--- src/rtl/pong_engine.sv ---
// Pong game-state engine: ball, paddles, scores and serve/play/point/over sequencing.
// Every output is a register that updates on the clk edge of the causing event; no flow control.
module pong_engine #(
    parameter int PADDLE_H    = 8,
    parameter int WIN_SCORE   = 7,
    parameter int SERVE_DELAY = 16,
    parameter int P1_X        = 1,
    parameter int P2_X        = 62
) (
    input  logic       clk,
    input  logic       rst_n,
    input  logic       tick,
    input  logic       start,
    input  logic       p1_up,
    input  logic       p1_dn,
    input  logic       p2_up,
    input  logic       p2_dn,
    output logic [5:0] bx,
    output logic [5:0] by,
    output logic [5:0] p1y,
    output logic [5:0] p2y,
    output logic [2:0] sc1,
    output logic [2:0] sc2,
    output logic       game_over,
    output logic       winner
);

    localparam logic [5:0] CENTER     = 6'd31;
    localparam logic [5:0] PAD_TOP    = 6'd28;
    localparam logic [5:0] EDGE_MAX   = 6'd63;
    localparam logic [5:0] PAD_MAX    = 6'(64 - PADDLE_H);
    localparam logic [5:0] P1_HIT_X   = 6'(P1_X + 1);
    localparam logic [5:0] P2_HIT_X   = 6'(P2_X - 1);
    localparam logic [7:0] SERVE_INIT = 8'(SERVE_DELAY - 1);
    localparam logic [2:0] WIN        = 3'(WIN_SCORE);

    typedef enum logic [1:0] {
        ST_IDLE  = 2'd0,
        ST_SERVE = 2'd1,
        ST_PLAY  = 2'd2,
        ST_OVER  = 2'd3
    } state_t;

    state_t     state_q, state_d;
    logic [5:0] bx_q, bx_d;
    logic [5:0] by_q, by_d;
    logic [5:0] p1y_q, p1y_d;
    logic [5:0] p2y_q, p2y_d;
    logic [2:0] sc1_q, sc1_d;
    logic [2:0] sc2_q, sc2_d;
    logic       game_over_q, game_over_d;
    logic       winner_q, winner_d;
    logic       dx_q, dx_d;             // 1 = moving right (+1)
    logic       dy_q, dy_d;             // 1 = moving down (+1)
    logic       serve_dy_q, serve_dy_d;
    logic [7:0] cnt_q, cnt_d;

    logic [5:0] by_n;
    logic       dy_n;
    logic       hit1, hit2;
    logic       pt1, pt2;
    logic       win_now;

    function automatic logic [5:0] paddle_next(input logic [5:0] y, input logic up,
                                               input logic dn);
        paddle_next = y;
        if (up && !dn && y != 6'd0) begin
            paddle_next = y - 6'd1;
        end else if (dn && !up && y < PAD_MAX) begin
            paddle_next = y + 6'd1;
        end
    endfunction

    function automatic logic in_paddle(input logic [5:0] b, input logic [5:0] top);
        logic [6:0] bot;
        bot       = {1'b0, top} + 7'(PADDLE_H - 1);
        in_paddle = (b >= top) && ({1'b0, b} <= bot);
    endfunction

    always_comb begin
        state_d     = state_q;
        bx_d        = bx_q;
        by_d        = by_q;
        p1y_d       = p1y_q;
        p2y_d       = p2y_q;
        sc1_d       = sc1_q;
        sc2_d       = sc2_q;
        game_over_d = game_over_q;
        winner_d    = winner_q;
        dx_d        = dx_q;
        dy_d        = dy_q;
        serve_dy_d  = serve_dy_q;
        cnt_d       = cnt_q;
        pt1         = 1'b0;
        pt2         = 1'b0;
        win_now     = 1'b0;
        hit1        = in_paddle(by_q, p1y_q);
        hit2        = in_paddle(by_q, p2y_q);

        // Vertical step with top/bottom bounce, applied only when no point is scored.
        dy_n = dy_q;
        if (!dy_q && by_q == 6'd0) begin
            dy_n = 1'b1;
            by_n = 6'd1;
        end else if (dy_q && by_q == EDGE_MAX) begin
            dy_n = 1'b0;
            by_n = EDGE_MAX - 6'd1;
        end else begin
            by_n = dy_q ? by_q + 6'd1 : by_q - 6'd1;
        end

        case (state_q)
            ST_IDLE: begin
                if (start) begin
                    state_d = ST_SERVE;
                    dx_d    = 1'b1;
                    cnt_d   = SERVE_INIT;
                end
            end
            ST_SERVE: begin
                if (tick) begin
                    p1y_d = paddle_next(p1y_q, p1_up, p1_dn);
                    p2y_d = paddle_next(p2y_q, p2_up, p2_dn);
                    if (cnt_q == 8'd0) begin
                        state_d = ST_PLAY;
                    end else begin
                        cnt_d = cnt_q - 8'd1;
                    end
                end
            end
            ST_PLAY: begin
                if (tick) begin
                    p1y_d = paddle_next(p1y_q, p1_up, p1_dn);
                    p2y_d = paddle_next(p2y_q, p2_up, p2_dn);
                    if (!dx_q && bx_q == P1_HIT_X) begin
                        if (hit1) begin
                            dx_d = 1'b1;
                            bx_d = bx_q + 6'd1;
                        end else begin
                            bx_d = bx_q - 6'd1;
                        end
                    end else if (dx_q && bx_q == P2_HIT_X) begin
                        if (hit2) begin
                            dx_d = 1'b0;
                            bx_d = bx_q - 6'd1;
                        end else begin
                            bx_d = bx_q + 6'd1;
                        end
                    end else if (!dx_q && bx_q == 6'd0) begin
                        pt2 = 1'b1;
                    end else if (dx_q && bx_q == EDGE_MAX) begin
                        pt1 = 1'b1;
                    end else begin
                        bx_d = dx_q ? bx_q + 6'd1 : bx_q - 6'd1;
                    end

                    if (pt1 || pt2) begin
                        if (pt1) begin
                            sc1_d   = sc1_q + 3'd1;
                            win_now = (sc1_q + 3'd1) == WIN;
                        end else begin
                            sc2_d   = sc2_q + 3'd1;
                            win_now = (sc2_q + 3'd1) == WIN;
                        end
                        if (win_now) begin
                            state_d     = ST_OVER;
                            game_over_d = 1'b1;
                            winner_d    = pt2;
                        end else begin
                            // Re-serve toward the player who just conceded.
                            state_d    = ST_SERVE;
                            bx_d       = CENTER;
                            by_d       = CENTER;
                            dx_d       = pt1;
                            serve_dy_d = ~serve_dy_q;
                            dy_d       = ~serve_dy_q;
                            cnt_d      = SERVE_INIT;
                        end
                    end else begin
                        by_d = by_n;
                        dy_d = dy_n;
                    end
                end
            end
            ST_OVER: begin
                if (start) begin
                    state_d     = ST_SERVE;
                    sc1_d       = 3'd0;
                    sc2_d       = 3'd0;
                    game_over_d = 1'b0;
                    bx_d        = CENTER;
                    by_d        = CENTER;
                    dx_d        = 1'b1;
                    cnt_d       = SERVE_INIT;
                end
            end
            default: state_d = ST_IDLE;
        endcase
    end

    always_ff @(posedge clk) begin
        if (!rst_n) begin
            state_q     <= ST_IDLE;
            bx_q        <= CENTER;
            by_q        <= CENTER;
            p1y_q       <= PAD_TOP;
            p2y_q       <= PAD_TOP;
            sc1_q       <= 3'd0;
            sc2_q       <= 3'd0;
            game_over_q <= 1'b0;
            winner_q    <= 1'b0;
            dx_q        <= 1'b1;
            dy_q        <= 1'b1;
            serve_dy_q  <= 1'b1;
            cnt_q       <= 8'd0;
        end else begin
            state_q     <= state_d;
            bx_q        <= bx_d;
            by_q        <= by_d;
            p1y_q       <= p1y_d;
            p2y_q       <= p2y_d;
            sc1_q       <= sc1_d;
            sc2_q       <= sc2_d;
            game_over_q <= game_over_d;
            winner_q    <= winner_d;
            dx_q        <= dx_d;
            dy_q        <= dy_d;
            serve_dy_q  <= serve_dy_d;
            cnt_q       <= cnt_d;
        end
    end

    assign bx        = bx_q;
    assign by        = by_q;
    assign p1y       = p1y_q;
    assign p2y       = p2y_q;
    assign sc1       = sc1_q;
    assign sc2       = sc2_q;
    assign game_over = game_over_q;
    assign winner    = winner_q;

endmodule

--- config.mk ---
export PLATFORM = sky130hd
export DESIGN_NAME = pong_engine
export DESIGN_NICKNAME = d
export VERILOG_FILES = /design/src/rtl/pong_engine.sv
export SDC_FILE = /design/constraint.sdc
export NUM_CORES = 1
export LEC_CHECK = 0
export ABC_AREA = 1
export CORE_MARGIN = 8
export CORE_UTILIZATION = 39
export CTS_CLUSTER_DIAMETER = 60
export CTS_CLUSTER_SIZE = 24
export DETAILED_ROUTE_END_ITERATION = 10
export PLACE_DENSITY = 0.61
export SETUP_SLACK_MARGIN = 0.5
export SLEW_MARGIN = 10
export SYNTH_ARGS = -nofsm -noshare
export SYNTH_HDL_FRONTEND = slang
export SYNTH_SLANG_ARGS = --single-unit
--- constraint.sdc ---
create_clock -name clk -period 2.7 [get_ports clk]
set_input_delay 0.54 -clock clk [delete_from_list [all_inputs] [get_ports clk]]
set_output_delay 0.54 -clock clk [all_outputs]
set_load 0.02 [all_outputs]
# Word level (Yosys, flattened, before mapping)
# Index checks and enable logic that the tools add are counted.
# totals
wordCells	184
reg_bits	45
output_inout_bits	32
# op_classes
n_addsub	13
n_eq_ne	22
n_lt_le_gt_ge	6
n_bitwise	2
mux	79
n_reduce_logical	49
# op_table
operator	n
6-bit 2-to-1 mux	21
8-bit 2-to-1 mux	6
1-bit 2-to-1 mux	31
6-bit by 1-bit adder with 6-bit output, second input constant	4
6-bit one-hot mux with 2 select lines	2
8-bit one-hot mux with 3 select lines	1
6-bit by 1-bit subtractor with 6-bit output, second input constant	4
3-bit 2-to-1 mux	7
5-bit AND reduction	4
6-bit == test, second input constant	3
2-bit inequality test, second input constant	9
1-bit logical AND	16
4-bit AND reduction	4
6-bit by 3-bit adder with 7-bit output, second input constant	2
6-bit by 7-bit less-or-equal comparator with 1-bit output	2
6-bit >= comparator	2
6-bit zero test	2
6-bit < comparator, second input constant	2
2-bit 2-to-1 mux	6
3-bit one-hot mux with 2 select lines	2
3-bit AND reduction	4
6-bit nonzero test	2
8-bit zero test	1
2-bit nonzero test	4
other kinds (17)	30

# Longest topological paths before layout
# Gate-level depths: netlist (run 1).
# depth
ltp_word	16
depth_mapped	19

# Worst setup path before layout (run 1)
# Ideal clock, no wire load.
# synth_timing
kind	register to register
start	register p2y_q[0] (netlist: p2y[0])
end	register dx_q
arrival_time_ns	2.321
setup_slack_ns	0.254
period_less_slack_ns	2.446
path_stages_with_launch	16
path_cell_list	dfxtp_1 -> inv_1 -> ha_1 -> a21oi_1 -> xor2_1 -> ha_1 -> nand2_1 -> nand2_1 -> a21oi_1 -> nand2_1 -> nand2_1 -> nand2_1 -> o21ai_0 -> nand3_1 -> o21ai_0 -> nand2_1
# synth_between
elab_chain_len	10
word_cells_on_any_way	11
# synth_rtl
element	line	rtl
start: declaration	48	logic [5:0] p2y_q, p2y_d;
start signal: assignment	221	p2y_q <= p2y_d;
6-bit by 3-bit adder with 7-bit output	76	bot = {1'b0, top} + 7'(PADDLE_H - 1);
6-bit by 7-bit less-or-equal comparator with 1-bit output	77	in_paddle = (b >= top) && ({1'b0, b} <= bot);
1-bit logical AND (*)	77	
1-bit 2-to-1 mux (*)	143	if (hit2) begin
1-bit 2-to-1 mux (*)	142	end else if (dx_q && bx_q == P2_HIT_X) begin
1-bit 2-to-1 mux (*)	135	if (!dx_q && bx_q == P1_HIT_X) begin
1-bit 2-to-1 mux	165	if (win_now) begin
1-bit 2-to-1 mux (*)	157	if (pt1 || pt2) begin
1-bit 2-to-1 mux (*)	132	if (tick) begin
1-bit one-hot mux with 2 select lines (*)	112	case (state_q)
end signal: assignment	212	dx_q <= 1'b1;
end signal: assignment	226	dx_q <= dx_d;
end: declaration	53	logic dx_q, dx_d;
# Every way passes the cells marked *; elsewhere a longest branch is shown, timed or not. The select of a mux whose other input is x is not followed.
# A chain may end at the register's enable or synchronous reset.

# Worst setup path in the final report (run 1)
# layout_timing
start	register p2y_q[1] (netlist: p2y[1])
end	register dx_q
# The elaborated chain is that of the path after synthesis.

==> reports/results.ini, run 1 <==
[pwr]
power.density_cell_area_mw_per_mm2=962
leakagePower_nw=2.50
vdd_drop_max_v=0.000425

[sta]
min_period_over_period_pct=82.7
finalSetupTns_ns=0
final.min_clock_period_ns=2.23
slew_headroom_pct=47.8
clock.fmax_mhz=448
worst_pin_slew_ns=0.782
hold_ws_ns=0.475
drv_slew=0
hold_viol_final=0
setup_violations=0
fin_worst_skew_ns=0.00470
rsz0062_at_grt=yes

[floorplan]
die-height_um=119
die-area_mm2=0.0142
die_width_um=119
ios=40
rows=37
initial_core_util_pct=40.2
core-area_mm2=0.0103

[critical_path]
cp_top_family=simple AND/OR/NAND/NOR gates
cp_common_cell=nand2_1
path_cells=inv_4, ha_4, a21oi_2, xor2_1, ha_1, nand2_1, nand2_1, a21oi_2, nand2_1, nand2_2, nand2_4, o21ai_2, nand3_2, o21ai_2, nand2_1
cp.buffers_inverters=1
slowest_delay_ns=0.37
arrival_ns=2.42
slowest_stage=dfxtp_4
worst_setup_path_start_kind=register
critPathRequiredTime_ns=2.89
crit_type=register to register
cp_max_fo=6
worstSetupEndpointType=register

[drt]
wl_per_cell_um=14.0
num_vias=4288
viasPerCell=5.15
drc=0
dr.pass1.iters=4
routed_wl_um=11700
drt_iter0_drc=236
antenna_left=0

[logic_synthesis]
avgSynthCellArea_um2=6.62
syn_area_mm2=0.00416
yosys-top-cells-area=dfxtp_1 (22%), ha_1 (15%), nand2_1 (14%), nand3_1 (7.6%), inv_1 (6.8%)
synth-seq-cells=45
async_flop_share_pct=0
synth.top_cell.area_share_pct=21.7
yosys.area.top_type=dfxtp_1
synth_flop_cell=dfxtp_1
ys_types=43
synth_nets=690
synth.most_common_cell=nand2_1
synth_commonest_cells=nand2_1 (154), inv_1 (75), nand3_1 (63)
ys_warn_count=0
synth.yosys.seq_area_share_pct=21.7
synth_edf_count=0
syn_inst=628

[placed_design]
dp_hpwl_um=8560
io_buffers=39
routabilityCongestion=0.839

[global_route]
grt_pass1_wl_um=19600
grt_pass1_vias=4173
grt_start_max_net_pins=22
grt-ovfl-total=0
antenna_found_initial=0
grtUsageTotal_pct=16.2

[clock_network]
cts_buffer_depth=2
cts-root-buf=clkbuf_8
cts_made_buffers=5
clkLatencyLatePin_ns=0.30
h-tree-depth=2
clk_pin_slew_ns=0.09
ctsHoldBuffers=0
cts_tree=done
cts.sinks=45

[flow_run]
drv_cap=0

[final_layout]
drive_above_1_share_pct=18.5
diodes=0
area_delta_synth_final_pct=27.3
fin_nets=759
fill_cells=1005

[status]
status=finished clean

[worst_hold_path]
worstHoldPathType=register to register

==> through the flow <==
step	std cells	cell area (um^2)	utilization [%]	power, mW	worst slack, ns
6_report	833	5290	51.2	5.08	0.466
5_1_grt	833	5290	51.2	5.59	0.255
4_1_cts	827	5110	49.5	4.86	0.493
3_5_place_dp	800	4750	46.0	4.08	0.0452
3_3_place_gp	800	4750	46.0	4.02	0.156
2_1_floorplan	628	4190	-	3.27	0.494
==> worst min-delay path, cell delays in order, from the launching register on <==
cell	delay (ns)
dfxtp_1	0.32
nand2_1	0.06
a21oi_1	0.05
==> flip-flops by register name, summed over array words and instances (netlist names), 2 cells and up <==
register  cells
sc2           3
p2y           6
cnt_q         8
by            6
bx            6
sc1           3
state_q       2
p1y           6
==> cells by family (layout without fill, tap and decap cells) <==
family,Yosys count,in the layout,share of synthesized area [%]
AND/OR/NAND/NOR,317,317,34.9
AO/OA/AOI/OAI,101,101,13.6
buffers and inverters,90,159,8.67
adder cells (fa/ha/maj),54,54,16.8
flip-flops,45,45,21.7
XOR/XNOR,21,21,4.43
==> timing repair <==
| item | in CTS | in global routing |
|---|---|---|
| buffers inserted | 20 | 6 |
| endpoints found under the setup margin | 12 | 26 |
| hold endpoints to repair | 0 | 0 |
| gates resized for setup | 35 | 38 |
| pin swaps | 13 | 28 |
==> worst paths after layout <==
path | start | end | slack, ns | cells past startpoint
worst min-delay path | game_over | game_over | 0.48 | 2
worst min register to register | game_over | game_over | 0.48 | 2
worst max-delay path | p2y[1] | dx_q | 0.47 | 15
worst max register to register | p2y[1] | dx_q | 0.47 | 15
==> power by group <==
part	switching, mW	internal (mW)	total, mW
logic	2.08	1.50	3.58
clock network	0.243	0.177	0.420
registers	0.267	0.821	1.09
total	2.59	2.50	5.08
==> placed cells by master, fill, tap and decap left out, types with 2 or more instances in the layout <==
cell type | synthesis | routed
nand3b_1 | 5 | 5
ha_1 | 51 | 46
inv_4 | 1 | 5
nor2_2 | 2 | 2
nand2_1 | 154 | 140
o211ai_1 | 11 | 11
clkbuf_8 | 0 | 5
o21ai_1 | 1 | 3
nor3_1 | 4 | 3
nor2_4 | 1 | 2
buf_4 | 1 | 32
o21ai_2 | 0 | 3
inv_2 | 3 | 3
inv_6 | 0 | 2
clkdlybuf4s50_1 | 0 | 38
nand3_1 | 63 | 54
xor2_1 | 15 | 14
fa_1 | 3 | 3
nand2_2 | 2 | 13
clkinv_2 | 1 | 2
or2_2 | 8 | 8
xnor2_1 | 6 | 6
nor2_1 | 54 | 53
dfxtp_4 | 0 | 5
a21oi_1 | 54 | 45
ha_4 | 0 | 4
inv_1 | 75 | 68
a21oi_2 | 0 | 9
nand3_2 | 2 | 7
o21ai_0 | 26 | 21
nand2_4 | 2 | 5
dfxtp_2 | 0 | 6
nand4_1 | 13 | 13
a211oi_1 | 2 | 2
dfxtp_1 | 45 | 34
nand3_4 | 2 | 6
==> area by class of cell <==
class / instances / area (um^2) / area share, %
Clock buffer: 6 / 72.6 / 1.37
Inverter: 81 / 337 / 6.37
Tap cell: 136 / 170 / 3.22
Sequential cell: 45 / 927 / 17.5
Clock inverter: 1 / 5.00 / 0.0947
Multi-Input combinational cell: 493 / 3140 / 59.4
Timing Repair Buffer: 71 / 633 / 12.0
==> layer usage <==
metal,vias up,wire length (um),GRT usage [%]
li1,2219,-,-
met3,17,317,2.31
met4,0,210,5.06
met2,64,5770,28.6
met1,1988,5360,19.8
met5,-,0,0
Power figures use the tool's default switching activity.
==> run 2, diff against run 1 <==
PLACE_DENSITY = 0.63   (was 0.61)
clock period = 1.9 ns   (was 2.7 ns; I/O delays follow)
==> run 2 against run 1 <==
Effect of this change: the run now ends with negative setup slack left; final cell count grew 16%; die area is the same; sequential power grew 41%; combinational power grew 95%; via count grew 21%; non-clock buffer count grew 132; sequential cell count is the same; total power grew 81%; setup slack lost 0.92 ns; register-to-register slack lost 0.92 ns; critical path type unchanged; fmax shrank 5.1%; routed wire length grew 38%; critical endpoint is now bx[1].
==> reports/results.ini, run 2 (synthesis gave the netlist of run 1 again) <==
[sta]
setup_violations=22
fin_worst_skew_ns=0.0169
final.min_clock_period_ns=2.35
worst_pin_slew_ns=0.729
clock.fmax_mhz=425
hold_viol_final=0
slew_headroom_pct=51.2
rsz0062_at_grt=yes
drv_slew=0
min_period_over_period_pct=124
worst_slack_ns=-0.453

[placed_design]
dp_hpwl_um=9490
io_buffers=39
pre_cts_slack_ns=-0.381
routabilityCongestion=0.883

[clock_network]
cts-root-buf=clkbuf_8
cts.sinks=45
ctsHoldBuffers=0
clkLatencyLatePin_ns=0.31
clk_pin_slew_ns=0.11
h-tree-depth=2
cts_made_buffers=5
cts_buffer_depth=2
cts_tree=done

[critical_path]
cp_top_family=simple AND/OR/NAND/NOR gates
reg2reg_slack_ns=-0.45
rr_worst_depth=16
crit_type=register to register
worstReg2RegStart=p2y[0]
cp_max_fo=3
path_cells=inv_4, ha_4, buf_4, xnor2_1, ha_1, nand3_1, nand2_1, nand2_1, nand2_1, nand2_2, a21oi_1, nor2_1, nor2_1, nand2_1, nand2_1, nand2_1
slowest_stage=dfxtp_4
cp.buffers_inverters=2
critPathRequiredTime_ns=2.12
r2r_end=bx[1]
worstSetupEndpointType=register
arrival_ns=2.57
cp_common_cell=nand2_1
slowest_delay_ns=0.38
worst_setup_path_start_kind=register

[final_layout]
fin_nets=893
diodes=0
largest_reg_flops=8
area_delta_synth_final_pct=73.2
utilization_pct=69.7
drive_above_1_share_pct=50.4
final_common_cell=buf_4
regMostFlops=cnt_q
most-common-layout-cells=buf_4 (125), nand2_1 (111), inv_1 (56)

[global_route]
grt_pass1_vias=5156
grt_start_max_net_pins=25
antenna_found_initial=0
grt-ovfl-total=0
grtUsageTotal_pct=20.0
grt_pass1_wl_um=24100

[worst_hold_path]
worstHoldStart=game_over
holdPathEnd=game_over
hold_depth=2
worstHoldPathType=register to register

[drt]
wl_per_cell_um=16.6
drt_iter0_drc=287
routed_wl_um=16100
viasPerCell=5.38
dr.max_layer_used=met4
m1WireLength_um=6590
wl_met3_um=590
num_vias=5206
antenna_left=0
wl_met2_um=8160
drc=0
dr.pass1.iters=5

[pwr]
vdd_drop_max_v=0.000742
leakagePower_nw=3.32
power.density_cell_area_mw_per_mm2=1280

[floorplan]
die-area_mm2=0.0142
die-height_um=119
initial_core_util_pct=40.2
die_width_um=119
core-area_mm2=0.0103
rows=37
ios=40

[flow_run]
drv_cap=0

[status]
status=finished, violations left
violations=negative setup slack

[run 2: cell types whose count changed in the layout (fill, tap and decap cells not counted), sizes merged]
cell	change
clkinv	-1
nand2	+1
clkdlybuf4s15	+1
inv	+2
buf	+156
clkinvlp	-1
clkbuf	+7
nand3	+1
clkdlybuf4s50	-32
dlygate4sd2	+1
[run 2: area by class of cell]
class | instances | area (um^2)
clock buffer | 7 | 97.6
clock inverter | 1 | 5.00
fill | 771 | 3130
inverter | 81 | 367
multi-input combinational | 495 | 3880
sequential | 45 | 983
tap | 136 | 170
timing repair buffer | 203 | 1690
[run 2: how the worst max path moves through the flow]
stage	startpoint	end	cells after the start	slack [ns]
3_3_place_gp	p1_dn	p1y[5]	15	-0.35
6_report	p2y[0]	bx[1]	16	-0.45
2_1_floorplan	p1y[0]	bx[4]	19	-0.19
5_1_grt	p2y[0]	bx[1]	17	-0.56
4_1_cts	p2y[1]	dx_q	15	-0.28
3_5_place_dp	p1_dn	p1y[5]	15	-0.38
[run 2: tightest hold or removal path, delay by kind of cell, from the launching register on]
kind,cells,cell delay (ns)
AOI/OAI and AO/OA,1,0.05
DFF,1,0.32
and+or+nand+nor,1,0.06
[run 2: routing by layer]
metal,global-route usage (%),vias to the layer above
met5,0,-
met4,7.35,0
met3,3.02,65
met2,36.5,173
met1,23.0,2468
li1,-,2500
[run 2: through the flow]
| stage | total power [mW] | cells | TNS (ns) | area, um^2 | hold slack [ns] |
|---|---|---|---|---|---|
| floorplan | 4.82 | 628 | -1.24 | 4350 | 0.450 |
| global route | 9.89 | 968 | -6.11 | 7200 | 0.471 |
| global placement | 6.45 | 892 | -3.53 | 5600 | 0.461 |
| finish | 9.22 | 968 | -3.97 | 7200 | 0.475 |
| CTS | 8.08 | 946 | -2.19 | 6550 | 0.490 |
| detailed placement | 6.58 | 892 | -4.32 | 5600 | 0.476 |
[run 2: where the power goes]
part           total, mW  switching [mW]  internal (mW)
clock network      0.713           0.374          0.339
logic               6.97            3.90           3.07
registers           1.54           0.322           1.21
total               9.22            4.60           4.62
[run 2: timing repair]
item                       4_1_cts  5_1_grt
gates resized for setup        270      141
pin swaps                       73       75
gates cloned                     2        0
setup endpoints to repair       77       61
buffers inserted                44       22
hold endpoints to repair         0        0
